===== src/rtl/controller_pkg.sv =====
// controller_pkg: state encodings and default phase durations for the washer sequencer.
package controller_pkg;
   typedef logic [2:0] state_t;
   localparam state_t IDLE          = 3'd0;
   localparam state_t FILLING_WATER = 3'd1;
   localparam state_t WASHING       = 3'd2;
   localparam state_t RINSING       = 3'd3;
   localparam state_t SPINNING      = 3'd4;
   localparam int FILL_SEC_DEF  = 120;
   localparam int WASH_SEC_DEF  = 300;
   localparam int RINSE_SEC_DEF = 120;
   localparam int SPIN_SEC_DEF  = 60;
endpackage


===== src/rtl/controller_sec_timer.sv =====
// controller_sec_timer: clk_freq-scaled prescaler producing a seconds tick and a per-state seconds count.
module controller_sec_timer #(
   parameter int TICKS_PER_SEC_1X = 1
) (
   input  logic       clk,
   input  logic       rst_n,
   input  logic [1:0] clk_freq,
   input  logic       en,
   input  logic       clr,
   output logic       tick_o,
   output logic [8:0] sec_o
);
   localparam int PW = $clog2(8 * TICKS_PER_SEC_1X);
   logic [PW-1:0] presc_q, presc_d;
   logic [8:0]    sec_q, sec_d;
   logic [31:0]   lim;
   // >= rather than == so a limit that shrinks mid-count still wraps
   always_comb begin
      lim     = (32'(TICKS_PER_SEC_1X) << clk_freq) - 32'd1;
      tick_o  = en && (32'(presc_q) >= lim);
      presc_d = clr ? '0 : !en ? presc_q : tick_o ? '0 : presc_q + 1'b1;
      sec_d   = clr ? '0 : sec_q + 9'(tick_o);
   end
   always_ff @(posedge clk or negedge rst_n) begin
      if (!rst_n) begin
         presc_q <= '0;
         sec_q   <= '0;
      end else begin
         presc_q <= presc_d;
         sec_q   <= sec_d;
      end
   end
   assign sec_o = sec_q;
endmodule


===== src/rtl/controller.sv =====
// controller: coin-operated washer sequencer (fill, wash, rinse, optional second wash/rinse, spin).
module controller
   import controller_pkg::*;
#(
   parameter int TICKS_PER_SEC_1X = 1,
   parameter int FILL_SEC         = FILL_SEC_DEF,
   parameter int WASH_SEC         = WASH_SEC_DEF,
   parameter int RINSE_SEC        = RINSE_SEC_DEF,
   parameter int SPIN_SEC         = SPIN_SEC_DEF
) (
   input  logic       clk,
   input  logic       rst_n,
   input  logic [1:0] clk_freq,
   input  logic       coin_in,
   input  logic       double_wash,
   input  logic       timer_pause,
   output logic       wash_done
);
   state_t      state_q, state_d;
   logic        flag_q, flag_d, done_q, done_d;
   logic        tick, en, clr, expired;
   logic [8:0]  sec;
   logic [31:0] dur;
   controller_sec_timer #(.TICKS_PER_SEC_1X(TICKS_PER_SEC_1X)) u_timer (
      .clk(clk), .rst_n(rst_n), .clk_freq(clk_freq), .en(en), .clr(clr), .tick_o(tick), .sec_o(sec)
   );
   // expire on the tick that completes the last second, so each phase lasts exactly dur seconds
   always_comb begin
      dur = state_q == FILLING_WATER ? 32'(FILL_SEC) :
            state_q == WASHING       ? 32'(WASH_SEC) :
            state_q == RINSING       ? 32'(RINSE_SEC) : 32'(SPIN_SEC);
      expired = tick && ({23'd0, sec} + 32'd1 >= dur);
      state_d = state_q;
      flag_d  = flag_q;
      done_d  = done_q;
      case (state_q)
         IDLE: if (coin_in) begin
            state_d = FILLING_WATER;
            done_d  = 1'b0;
         end
         FILLING_WATER: if (expired) state_d = WASHING;
         WASHING:       if (expired) state_d = RINSING;
         RINSING: if (expired) begin
            flag_d  = flag_q | double_wash;
            state_d = (!flag_q && double_wash) ? WASHING : SPINNING;
         end
         SPINNING: if (expired) begin
            state_d = IDLE;
            done_d  = 1'b1;
            flag_d  = 1'b0;
         end
         default: state_d = IDLE;
      endcase
      en  = !(state_q == SPINNING && timer_pause);
      clr = (state_q == IDLE) || (state_d != state_q);
   end
   always_ff @(posedge clk or negedge rst_n) begin
      if (!rst_n) begin
         state_q <= IDLE;
         flag_q  <= 1'b0;
         done_q  <= 1'b0;
      end else begin
         state_q <= state_d;
         flag_q  <= flag_d;
         done_q  <= done_d;
      end
   end
   assign wash_done = done_q;
endmodule


===== config.mk =====
export PLATFORM = sky130hd
export DESIGN_NAME = controller
export DESIGN_NICKNAME = d
export VERILOG_FILES = /design/src/rtl/controller_pkg.sv /design/src/rtl/controller_sec_timer.sv /design/src/rtl/controller.sv
export SDC_FILE = /design/constraint.sdc
export NUM_CORES = 1
export LEC_CHECK = 0
export BUFFER_PORTS_ARGS = -buffer_cell sky130_fd_sc_hd__buf_2
export CORE_ASPECT_RATIO = 1.4
export CORE_MARGIN = 10
export CORE_UTILIZATION = 30
export CTS_CLUSTER_SIZE = 12
export DETAILED_ROUTE_END_ITERATION = 8
export GPL_ROUTABILITY_DRIVEN = 0
export GPL_TIMING_DRIVEN = 0
export PLACE_DENSITY_LB_ADDON = 0.3
export RECOVER_POWER = 25
export SYNTH_ARGS = -nofsm -noshare
export SYNTH_HDL_FRONTEND = slang
export SYNTH_SLANG_ARGS = --single-unit

===== constraint.sdc =====
create_clock -name clk -period 2.5 [get_ports clk]
set_input_delay 0 -clock clk [delete_from_list [all_inputs] [get_ports clk]]
set_output_delay 0 -clock clk [all_outputs]
set_load 0.1 [all_outputs]

; ---- After elaboration in Yosys (flattened, before gate mapping)
; Index checks and enable logic that the tools add are counted.
[totals]
in_bits = 7
ff_bits = 17
word_cells = 54
[op_classes]
n_addsub = 4
n_shift = 1
reduce_logical = 12
bitwise = 1
muxes = 20
n_lt_le_gt_ge = 2
n_eq_ne = 9
[ops]
columns = cell, count
row1 = $ge A3 B32 Y1, 1
row2 = $shl A1 B2 Y32 const A, 1
row3 = $sub A32 B1 Y32 const B, 1
row4 = $mux W3, 9
row5 = $mux W9, 3
row6 = $pmux W3 S5, 1
row7 = $add A9 B1 Y10 const B, 1
row8 = $ge A10 B9 Y1, 1
row9 = $add A9 B1 Y9, 1
row10 = $mux W7, 1
row11 = $eq A3 B2 Y1 const B, 2
row12 = $ne A2 B2 Y1 const B, 3
row13 = $reduce_and A3 Y1, 2
row14 = $logic_and A1 B1 Y1, 4
row15 = $mux W1, 4
row16 = $pmux W1 S2, 2
row17 = $reduce_bool A2 Y1, 2
row18 = $add A3 B1 Y3 const B, 1
row19 = $eq A3 B1 Y1 const B, 1
row20 = $eq A3 B3 Y1 const B, 1
row21 = $logic_not A3 Y1, 1
row22 = $ne A3 B3 Y1, 1
row23 = $logic_not A1 Y1, 2
row24 = $ne A2 B1 Y1 const B, 1
row25 = 2 further kinds, 2

; ---- Depth between registers and ports, before layout
; Gate-level depths: netlist of the first run.
[depth]
word_depth = 11
mapped_depth = 12

; ---- Hierarchy
; A second synthesis of the first run with hierarchy kept.
[hier_totals]
hier_cells = 135
hier_area_um2 = 1261.2
[by_module_without_submodules]
columns = module, area_each_um2, n_inst, seq_area_each_um2, cells_per_inst
row1 = controller_sec_timer, 688.2, 1, 300.3, 71
row2 = controller, 573.0, 1, 125.1, 64

; ---- Worst setup path before layout of the first run
; No wires, ideal clock.
[synth_path]
path_type = input-to-reg
startpoint = input clk_freq[1]
endpoint = register u_timer.sec_q[6], in the netlist u_timer.sec_o[6]
path_slack_ns = 0.274
setup_ns = 0.127
n_path_buf = 0
arrival_ns = 2.099
required_time_ns = 2.373
cell_stages = 12
path_cell_list = or2_2 ha_1 ha_1 a21oi_1 nor2b_1 o211a_1 ha_1 ha_1 nand3_1 nor2_1 xnor2_1 nor2_1
[synth_via]
elab_chain_len = 10
elab_cells_between_ends = 14
classes_between = add/sub (2) / order compare (1) / eq/ne (1) / shift (1) / mux (6) / reduce/logical (3)
[synth_rtl]
columns = element, line
row1 = from (decl), controller.sv:13  ; input logic [1:0] clk_freq,
row2 = $shl A1 B2 Y32 *, controller_sec_timer.sv:19  ; lim = (32'(TICKS_PER_SEC_1X) << clk_freq) - 32'd1;
row3 = $sub A32 B1 Y32 *, controller_sec_timer.sv:19
row4 = $ge A3 B32 Y1 *, controller_sec_timer.sv:20  ; tick_o = en && (32'(presc_q) >= lim);
row5 = $logic_and A1 B1 Y1 *, controller_sec_timer.sv:20
row6 = $logic_and A1 B1 Y1, controller.sv:32  ; expired = tick && ({23'd0, sec} + 32'd1 >= dur);
row7 = "$mux W3, on equally long branches", -
row8 = $pmux W3 S5, controller.sv:36  ; case (state_q)
row9 = $ne A3 B3 Y1, controller.sv:55  ; clr = (state_q == IDLE) || (state_d != state_q);
row10 = $logic_or A1 B1 Y1, controller.sv:55
row11 = $mux W9 *, controller_sec_timer.sv:22  ; sec_d = clr ? '0 : sec_q + 9'(tick_o);
row12 = named net u_timer.sec_d[6], controller_sec_timer.sv:15  ; logic [8:0] sec_q, sec_d;
row13 = to (signal assigned), controller_sec_timer.sv:27  ; sec_q <= '0;
row14 = to (signal assigned), controller_sec_timer.sv:30  ; sec_q <= sec_d;
row15 = to (decl), controller_sec_timer.sv:15
; The timed path passes the listed nets; every way through them passes the cells marked *.
; A chain may end at the register's enable or synchronous reset.

; ---- Worst setup path after layout of the first run
[layout_path]
startpoint = register u_timer.sec_q[2], in the netlist u_timer.sec_o[2]
endpoint = register flag_q
[layout_via]
elab_chain_len = 5
elab_cells_between_ends = 6
classes_between = add/sub (1) / order compare (1) / eq/ne (2) / reduce/logical (2)
[layout_rtl]
columns = element, line
row1 = $add A9 B1 Y10 *, controller.sv:32
row2 = $ge A10 B9 Y1 *, controller.sv:32
row3 = $logic_and A1 B1 Y1 *, controller.sv:32
row4 = $ne A2 B2 Y1 (no source line), -
row5 = $reduce_and A3 Y1 (no source line) *, -
row6 = to (signal assigned), controller.sv:64  ; flag_q <= flag_d;
row7 = to (decl), controller.sv:20  ; logic flag_q, flag_d, done_q, done_d;
; Mark *: on every way between the ends. The rest lies on a longest branch, timed or not.

==> results of run 1 <==
==> power by group through the flow <==
stage	logic [mW]	registers, mW	clock network (mW)
3_3_place_gp	0.359	0.395	0
6_report	0.421	0.401	0.206
3_5_place_dp	0.373	0.398	0
4_1_cts	0.392	0.394	0.213
5_1_grt	0.481	0.411	0.228
2_1_floorplan	0.301	0.382	0
==> per-stage QoR <==
| step | cells | hold slack (ns) |
|---|---|---|
| after floorplan | 131 | -0.296 |
| after global placement | 183 | -0.0540 |
| after detailed placement | 183 | -0.0544 |
| after CTS | 189 | 0.0285 |
| after global routing | 193 | 0.0443 |
| final | 193 | 0.0349 |
==> path summary, 6_finish.rpt <==
| check | slack [ns] | cells after the start | start | end |
|---|---|---|---|---|
| worst min register to register | 0.53 | 2 | wash_done$_DFFE_PN0P_ | wash_done$_DFFE_PN0P_ |
| max in group asynchronous | 1.45 | 2 | rst_n | u_timer.sec_o[3]$_DFF_PN0_ |
| worst max-delay path | 0.18 | 10 | u_timer.sec_o[2]$_DFF_PN0_ | flag_q$_DFFE_PN0P_ |
| worst min-delay path | 0.03 | 3 | double_wash | flag_q$_DFFE_PN0P_ |
| worst max register to register | 0.18 | 10 | u_timer.sec_o[2]$_DFF_PN0_ | flag_q$_DFFE_PN0P_ |
| min in group asynchronous | 0.41 | 2 | rst_n | u_timer.sec_o[0]$_DFF_PN0_ |
==> tightest hold or removal path, stage by stage <==
cell and delay [ns]:
buf_2 0.11, nand4_1 0.08, o21ai_1 0.06
==> routing by layer <==
metal,track usage [%],routed length (um),vias up
met2,13.0,1470,12
met1,8.56,1160,495
li1,-,-,500
met4,2.30,17,0
met3,1.74,56,4
met5,0,0,-
==> sequential cells by signal, indices dropped and copies added (netlist names) <==
signal / count
u_timer.sec_o: 9
state_q: 3
u_timer.presc_q: 3
flag_q: 1
wash_done: 1
==> cell type report <==
cell class | instances | area, um^2 | share of cell area, %
tap | 45 | 56.3 | 3.73
inverter | 7 | 30.0 | 1.99
clock inverter | 1 | 5.00 | 0.331
timing repair buffer | 12 | 73.8 | 4.88
clock buffer | 3 | 41.3 | 2.73
buffer | 4 | 26.3 | 1.74
multi-input combinational | 104 | 852 | 56.4
sequential | 17 | 427 | 28.2
==> synthesized netlist by cell type (all sizes together) <==
master,instances,area [um^2]
dfrtp,17,425
nor2,15,56.3
ha,11,138
nand2,10,37.5
xnor2,8,70.1
inv,6,22.5
nand2b,6,37.5
nand3,6,47.6
nand4,5,37.5
xor2,5,43.8
and3,4,30.0
buf,4,22.5
a21oi,3,26.3
o21ai,3,26.3
or2,3,18.8
and2,2,16.3
mux2i,2,20.0
nor2b,2,12.5
o2111ai,2,23.8
o211a,2,20.0
a211o,1,8.76
a2bb2oi,1,8.76
a31o,1,8.76
a41o,1,10.0
a41oi,1,27.5
and4,1,11.3
clkinv,1,3.75
nor3,1,5.00
o211ai,1,7.51
o21a,1,7.51
o221ai,1,8.76
o311a,1,10.0
o31ai,1,7.51
o41ai,1,16.3
or3,1,6.26
==> timing repair <==
| item | CTS | global route |
|---|---|---|
| buffers inserted | 0 | 4 |
| gates cloned | 1 | 0 |
| pin swaps | 2 | 1 |
| endpoints found under the hold margin | 17 | 0 |
| hold buffers | 1 | 0 |
| endpoints found under the setup margin | 9 | 12 |
| resized for setup | 3 | 7 |
==> logic make-up (layout without fill, tap and decap cells) <==
logic type | count (synthesis) | after routing
simple gates | 56 | 56
compound gates | 21 | 22
flops | 17 | 17
xor+xnor | 13 | 13
fa+ha+maj | 11 | 11
buf+inv | 11 | 27
mux | 2 | 2
==> metrics.md, run 1 <==
| Metric | Value |
|---|---|
| Outcome | complete, no violations |
| Max FO, Critical Path | 9 |
| XOR/XNOR Fraction of Synth Area | a little under 9% |
| Fin Setup TNS | 0 ns |
| Final core utilization | ~36% |
| TritonCTS Buffers | 3 |
| Synth Warn # | 0 |
| First-pass GRT wire length | 4440 um |
| Seq cells post-synth | 17 |
| Multiplexer area fraction after synthesis | 1.56% |
| Largest net degree at the start of global routing | 18 |
| Post-Syn Area | 0.00128 mm^2 |
| CP arrival | 2.44 ns |
| Tcrit/Tclk final | 92.6% |
| Endpoints failing setup | 0 |
| Crit end category | flop |
| Logic gate share of total power | 40.9% |
| Detailed Place HPWL | 1960 um |
| Mapped Nets | 149 |
| Simple-Gate Fraction of Synth Area | 24.7% |
| Clock-pin slew on the worst setup and hold paths | 0.07 ns |
| Initial Util | 30.7% |
| Power, Total | 1.03 mW |
| Clock tree from TritonCTS | built |
| Max stage delay on crit path | 0.34 ns |
| Switching Share | 37.1% |
| Setup crit start kind | flop |
| Final worst slack | roughly 0.18 ns |
| Final WL | 2710 um |
| Top Family by Delay on Critical Path | compound AO/OA/AOI/OAI gates |
| Final clock skew | 0.00596 ns |
| Post-synthesis sequential area ratio | between 30% and 40% |
| CP bufs+invs | 1 |
| Die X | approximately 75 um |
| F_max | ~0.43 GHz |
| WL/cell | roughly 14 um |
| Slew @ Worst Pin | 0.955 ns |
| N_diodes | 0 |
| Cell Rows | 28 |
| Initial antenna violation count | 0 |
| Clock power frac | 20.1% |
| Max-Slew Margin vs Limit | 36.4% |
| Worst EP required | 2.63 ns |
| Worst VDD drop | approximately 0.4 mV |
| H-tree Lvls | 1 |
| Worst-skew pair later-pin latency | about 0.25 ns |
| Part of the power in registers | 39.0% |
| Gate Count Post-Synth | roughly 130 |
| Most frequent cells in the layout | 16 x dfrtp_1, 15 x nor2_1, 11 x ha_1, 10 x nand2_1, 9 x buf_2 |
| Die Span Y | 97.3 um |
| Top-Level Pins | 8 |
| Max cap viols | 0 |
| Crit Path Class | reg2reg |
| Post-Syn Area per Cell | 9.77 um^2 |
| Worst min-delay path category | in2reg |
| Layout area overhead | 18.1% |
| P_sw | 0.381 mW |
| Die ar. | 0.00732 mm^2 |
| Post-route cell area | approximately 0.0015 mm^2 |
| Drt drc | 0 |
| Routed Antenna Nets | 0 |
| Adder-cell share of the synthesized area | 10.8% |
| Clock sinks | 17 |
| Fin. max-slew vios | 0 |
| Leakage power total | 0.686 nW |
| Placed Area | 0.00137 mm^2 |
| PD cells | 680 mW/mm^2 |
| First-pass DRT Iterations | 4 |
| Core ar. | around 0.0042 mm^2 |
| P_int | 0.647 mW |
| Root buf cell | clkbuf_8 |
| Largest family of logic cells by synthesized area | simple AND/OR/NAND/NOR gates |
| Vias per inst | 5.24 |
| Setup WS pre-CTS | -0.102 ns |
| Congestion Overflow GR | 0 |
| Largest buffer count on any clock path | 2 |
| GR Util All Layers | 7.49% |
| RSZ-0062 raised after global routing | no |
| Final Hold Fails | 0 |
| CP cell instances | buf_6 > nand4_4 > xnor2_1 > ha_1 > o21a_1 > o2111ai_1 > a211o_1 > and3_4 > o41ai_2 > o21ai_1 |
| Fill cells | 425 |
| Vias in the first global route | just over 1000 |
| Most common cell after layout, fill and taps aside | dfrtp_1 |
| Layout cells sized above 1 | between 20% and 30% |
| Nets | ~170 |
| Initial DRC count | 25 |
| Yosys cell types | 46 |
| Min Tclk post-route | around 2.3 ns |
| Worst path slowest cell | dfrtp_1 |
| Via count | 1011 |
| Compound-cell area share of the yosys netlist | 17.0% |
| Port-buffer cells | 7 |
No activity file was read; power rests on OpenSTA's default activity.
==> inputs of run 2 (changes only) <==
==> constraint.sdc (replaced) <==
create_clock -name clk -period 2.5 [get_ports clk]
set_input_delay 0.375 -clock clk [delete_from_list [all_inputs] [get_ports clk]]
set_output_delay 0.375 -clock clk [all_outputs]
set_load 0.1 [all_outputs]
==> metrics.md, run 2 (same netlist as run 1, synthesis figures left out) <==
| Metric | Value |
|---|---|
| H-tree Lvls | 1 (unchanged) |
| Worst EP required | 2.64 ns (was 2.63 ns) |
| Initial antenna violation count | 0 (unchanged) |
| Vias in the first global route | 1084 (was 1035) |
| R2R setup slack | 0.15 ns (was 0.18 ns) |
| Worst VDD drop | 0.325 mV (was 0.396 mV) |
| Vias per inst | 5.18 (was 5.24) |
| Fin Setup TNS | 0 ns (unchanged) |
| Logic gate share of total power | 43.3% (was 40.9%) |
| Top Family by Delay on Critical Path | adder cells (was compound AO/OA/AOI/OAI gates) |
| Worst path slowest cell | or2_4 (was dfrtp_1) |
| Initial Util | 30.7% (unchanged) |
| Root buf cell | clkbuf_8 (unchanged) |
| Via count | 1016 (was 1011) |
| Crit end category | flop (unchanged) |
| Final core utilization | 37.9% (was 36.3%) |
| Leakage power total | 0.711 nW (was 0.686 nW) |
| Power, Total | 1.10 mW (was 1.03 mW) |
| RSZ-0062 raised after global routing | yes (was no) |
| Cell Rows | 28 (unchanged) |
| F_max | 0.422 GHz (was 0.432 GHz) |
| Worst r2r dst | flag_q$_DFFE_PN0P_ (unchanged) |
| Min Tclk post-route | 2.37 ns (was 2.32 ns) |
| Core ar. | 0.00417 mm^2 (unchanged) |
| Largest net degree at the start of global routing | 18 (unchanged) |
| P_sw | 0.417 mW (was 0.381 mW) |
| Fin. max-slew vios | 0 (unchanged) |
| Top-Level Pins | 8 (unchanged) |
| CP cell instances | buf_2 > or2_4 > ha_4 > ha_1 > a21oi_1 > nor2b_2 > o211a_4 > ha_2 > ha_4 > nand3_4 > nor2_2 > xnor2_1 > nor2_1 (was buf_6 > nand4_4 > xnor2_1 > ha_1 > o21a_1 > o2111ai_1 > a211o_1 > and3_4 > o41ai_2 > o21ai_1) |
| Placed Area | 0.00142 mm^2 (was 0.00137 mm^2) |
| WL/cell | 15.2 um (was 14.0 um) |
| Nets | 170 (was 167) |
| Clock tree from TritonCTS | built (unchanged) |
| Switching Share | 37.7% (was 37.1%) |
| Reg2reg start | u_timer.sec_o[3]$_DFF_PN0_ (was u_timer.sec_o[2]$_DFF_PN0_) |
| Endpoints failing setup | 0 (unchanged) |
| Most common cell after layout, fill and taps aside | dfrtp_1 (unchanged) |
| Tcrit/Tclk final | 94.8% (was 92.6%) |
| Worst-skew pair later-pin latency | 0.25 ns (about the same) |
| PD cells | 699 mW/mm^2 (was 680 mW/mm^2) |
| Layout cells sized above 1 | 33.1% (was 27.0%) |
| Layout area overhead | 23.5% (was 18.1%) |
| Max cap viols | 0 (unchanged) |
| Drt drc | 0 (unchanged) |
| Clock power frac | 19.6% (was 20.1%) |
| Port-buffer cells | 7 (unchanged) |
| Final WL | 2980 um (was 2710 um) |
| Setup crit start kind | input pin (was flop) |
| Max FO, Critical Path | 4 (was 9) |
| GR Util All Layers | 8.69% (was 7.49%) |
| Crit Path Class | in2reg (was reg2reg) |
| Largest buffer count on any clock path | 2 (unchanged) |
| Clock sinks | 17 (unchanged) |
| Clock-pin slew on the worst setup and hold paths | 0.07 ns (about the same) |
| Max FFs per register | 9 (unchanged) |
| Most frequent cell on the critical path | ha_4 |
| First-pass DRT Iterations | 4 (unchanged) |
| CP arrival | 2.51 ns (was 2.44 ns) |
| Reg2reg path depth | 9 (was 10) |
| Most frequent cells in the layout | 15 x dfrtp_1, 13 x nor2_1, 10 x nand2_1, 9 x buf_2 (was 16 x dfrtp_1, 15 x nor2_1, 11 x ha_1, 10 x nand2_1, 9 x buf_2) |
| Congestion Overflow GR | 0 (unchanged) |
| Die ar. | 0.00732 mm^2 (unchanged) |
| Max stage delay on crit path | 0.26 ns (was 0.34 ns) |
| Worst min-delay path category | in2async (was in2reg) |
| Initial DRC count | 20 (was 25) |
| Max-Slew Margin vs Limit | 35.1% (was 36.4%) |
| Final Hold Fails | 0 (unchanged) |
| N_diodes | 0 (unchanged) |
| Part of the power in registers | 37.1% (was 39.0%) |
| Die X | 75.2 um (unchanged) |
| Detailed Place HPWL | 2060 um (was 1960 um) |
| Post-route cell area | 0.00158 mm^2 (was 0.00151 mm^2) |
| Slew @ Worst Pin | 0.973 ns (was 0.955 ns) |
| Routed Antenna Nets | 0 (unchanged) |
| TritonCTS Buffers | 3 (unchanged) |
| Die Span Y | 97.3 um (unchanged) |
| Final clock skew | 0.00190 ns (was 0.00596 ns) |
| P_int | 0.687 mW (was 0.647 mW) |
| Outcome | complete, no violations (unchanged) |
| First-pass GRT wire length | 5060 um (was 4440 um) |
| CP bufs+invs | 1 (unchanged) |
run 2: cell types whose count changed in the layout (fill, tap and decap cells not counted), sizes merged:
cell	delta
buf	+4
dlygate4sd3	-1
run 2: area by class of cell:
cell class              instances  area (um^2)
flip-flops and latches         17          428
multi-input cells             104          900
clock buffers                   3         41.3
clock inverters                 1         5.00
plain buffers                   4         26.3
inverters                       7         30.0
fillers                       416         2590
repair buffers                 15         93.8
well taps                      45         56.3
run 2: per-layer routing:
| metal | global-route usage, % | wire length [um] | up-vias |
|---|---|---|---|
| li1 | - | - | 507 |
| met1 | 10.5 | 1320 | 487 |
| met2 | 14.0 | 1510 | 18 |
| met3 | 1.33 | 71 | 4 |
| met4 | 4.88 | 70 | 0 |
| met5 | 0 | 0 | - |
run 2: worst max-delay path by stage:
| stage | to | start | cells past startpoint |
|---|---|---|---|
| floorplan | u_timer.sec_o[8]$_DFF_PN0_ | clk_freq[1] | 12 |
| global placement | u_timer.sec_o[6]$_DFF_PN0_ | clk_freq[1] | 13 |
| detailed placement | u_timer.sec_o[8]$_DFF_PN0_ | clk_freq[1] | 13 |
| CTS | u_timer.sec_o[8]$_DFF_PN0_ | clk_freq[1] | 13 |
| global route | u_timer.sec_o[6]$_DFF_PN0_ | clk_freq[1] | 13 |
| finish | u_timer.sec_o[8]$_DFF_PN0_ | clk_freq[1] | 13 |
run 2: power by group through the flow:
stage	clock network (mW)	registers [mW]	logic (mW)
after floorplan	0	0.389	0.317
after global placement	0	0.400	0.373
after detailed placement	0	0.403	0.388
after CTS	0.224	0.399	0.393
after global routing	0.235	0.421	0.545
final	0.216	0.410	0.478
run 2: worst register-to-register path, delay by kind of cell, from the launching register on:
kind / cells / cell delay, ns
compound gates: 5 / 0.92
xor+xnor: 1 / 0.17
fa+ha+maj: 1 / 0.29
flops: 1 / 0.48
simple gates: 2 / 0.37
run 2: through the flow:
stage / setup WS, ns / std cells / hold WS [ns]
2_1_floorplan: 0.0445 / 131 / 0.0794
3_3_place_gp: -0.263 / 183 / 0.322
3_5_place_dp: -0.319 / 183 / 0.337
4_1_cts: 0.0135 / 187 / 0.0552
5_1_grt: -0.0120 / 196 / 0.337
6_report: 0.131 / 196 / 0.249
run 2: what timing repair did:
item / in CTS / in global routing
setup buffers: 0 / 8
gates cloned: 0 / 1
setup endpoints to repair: 11 / 12
hold buffers: 0 / 0
pin swaps: 0 / 3
resized for setup: 3 / 7
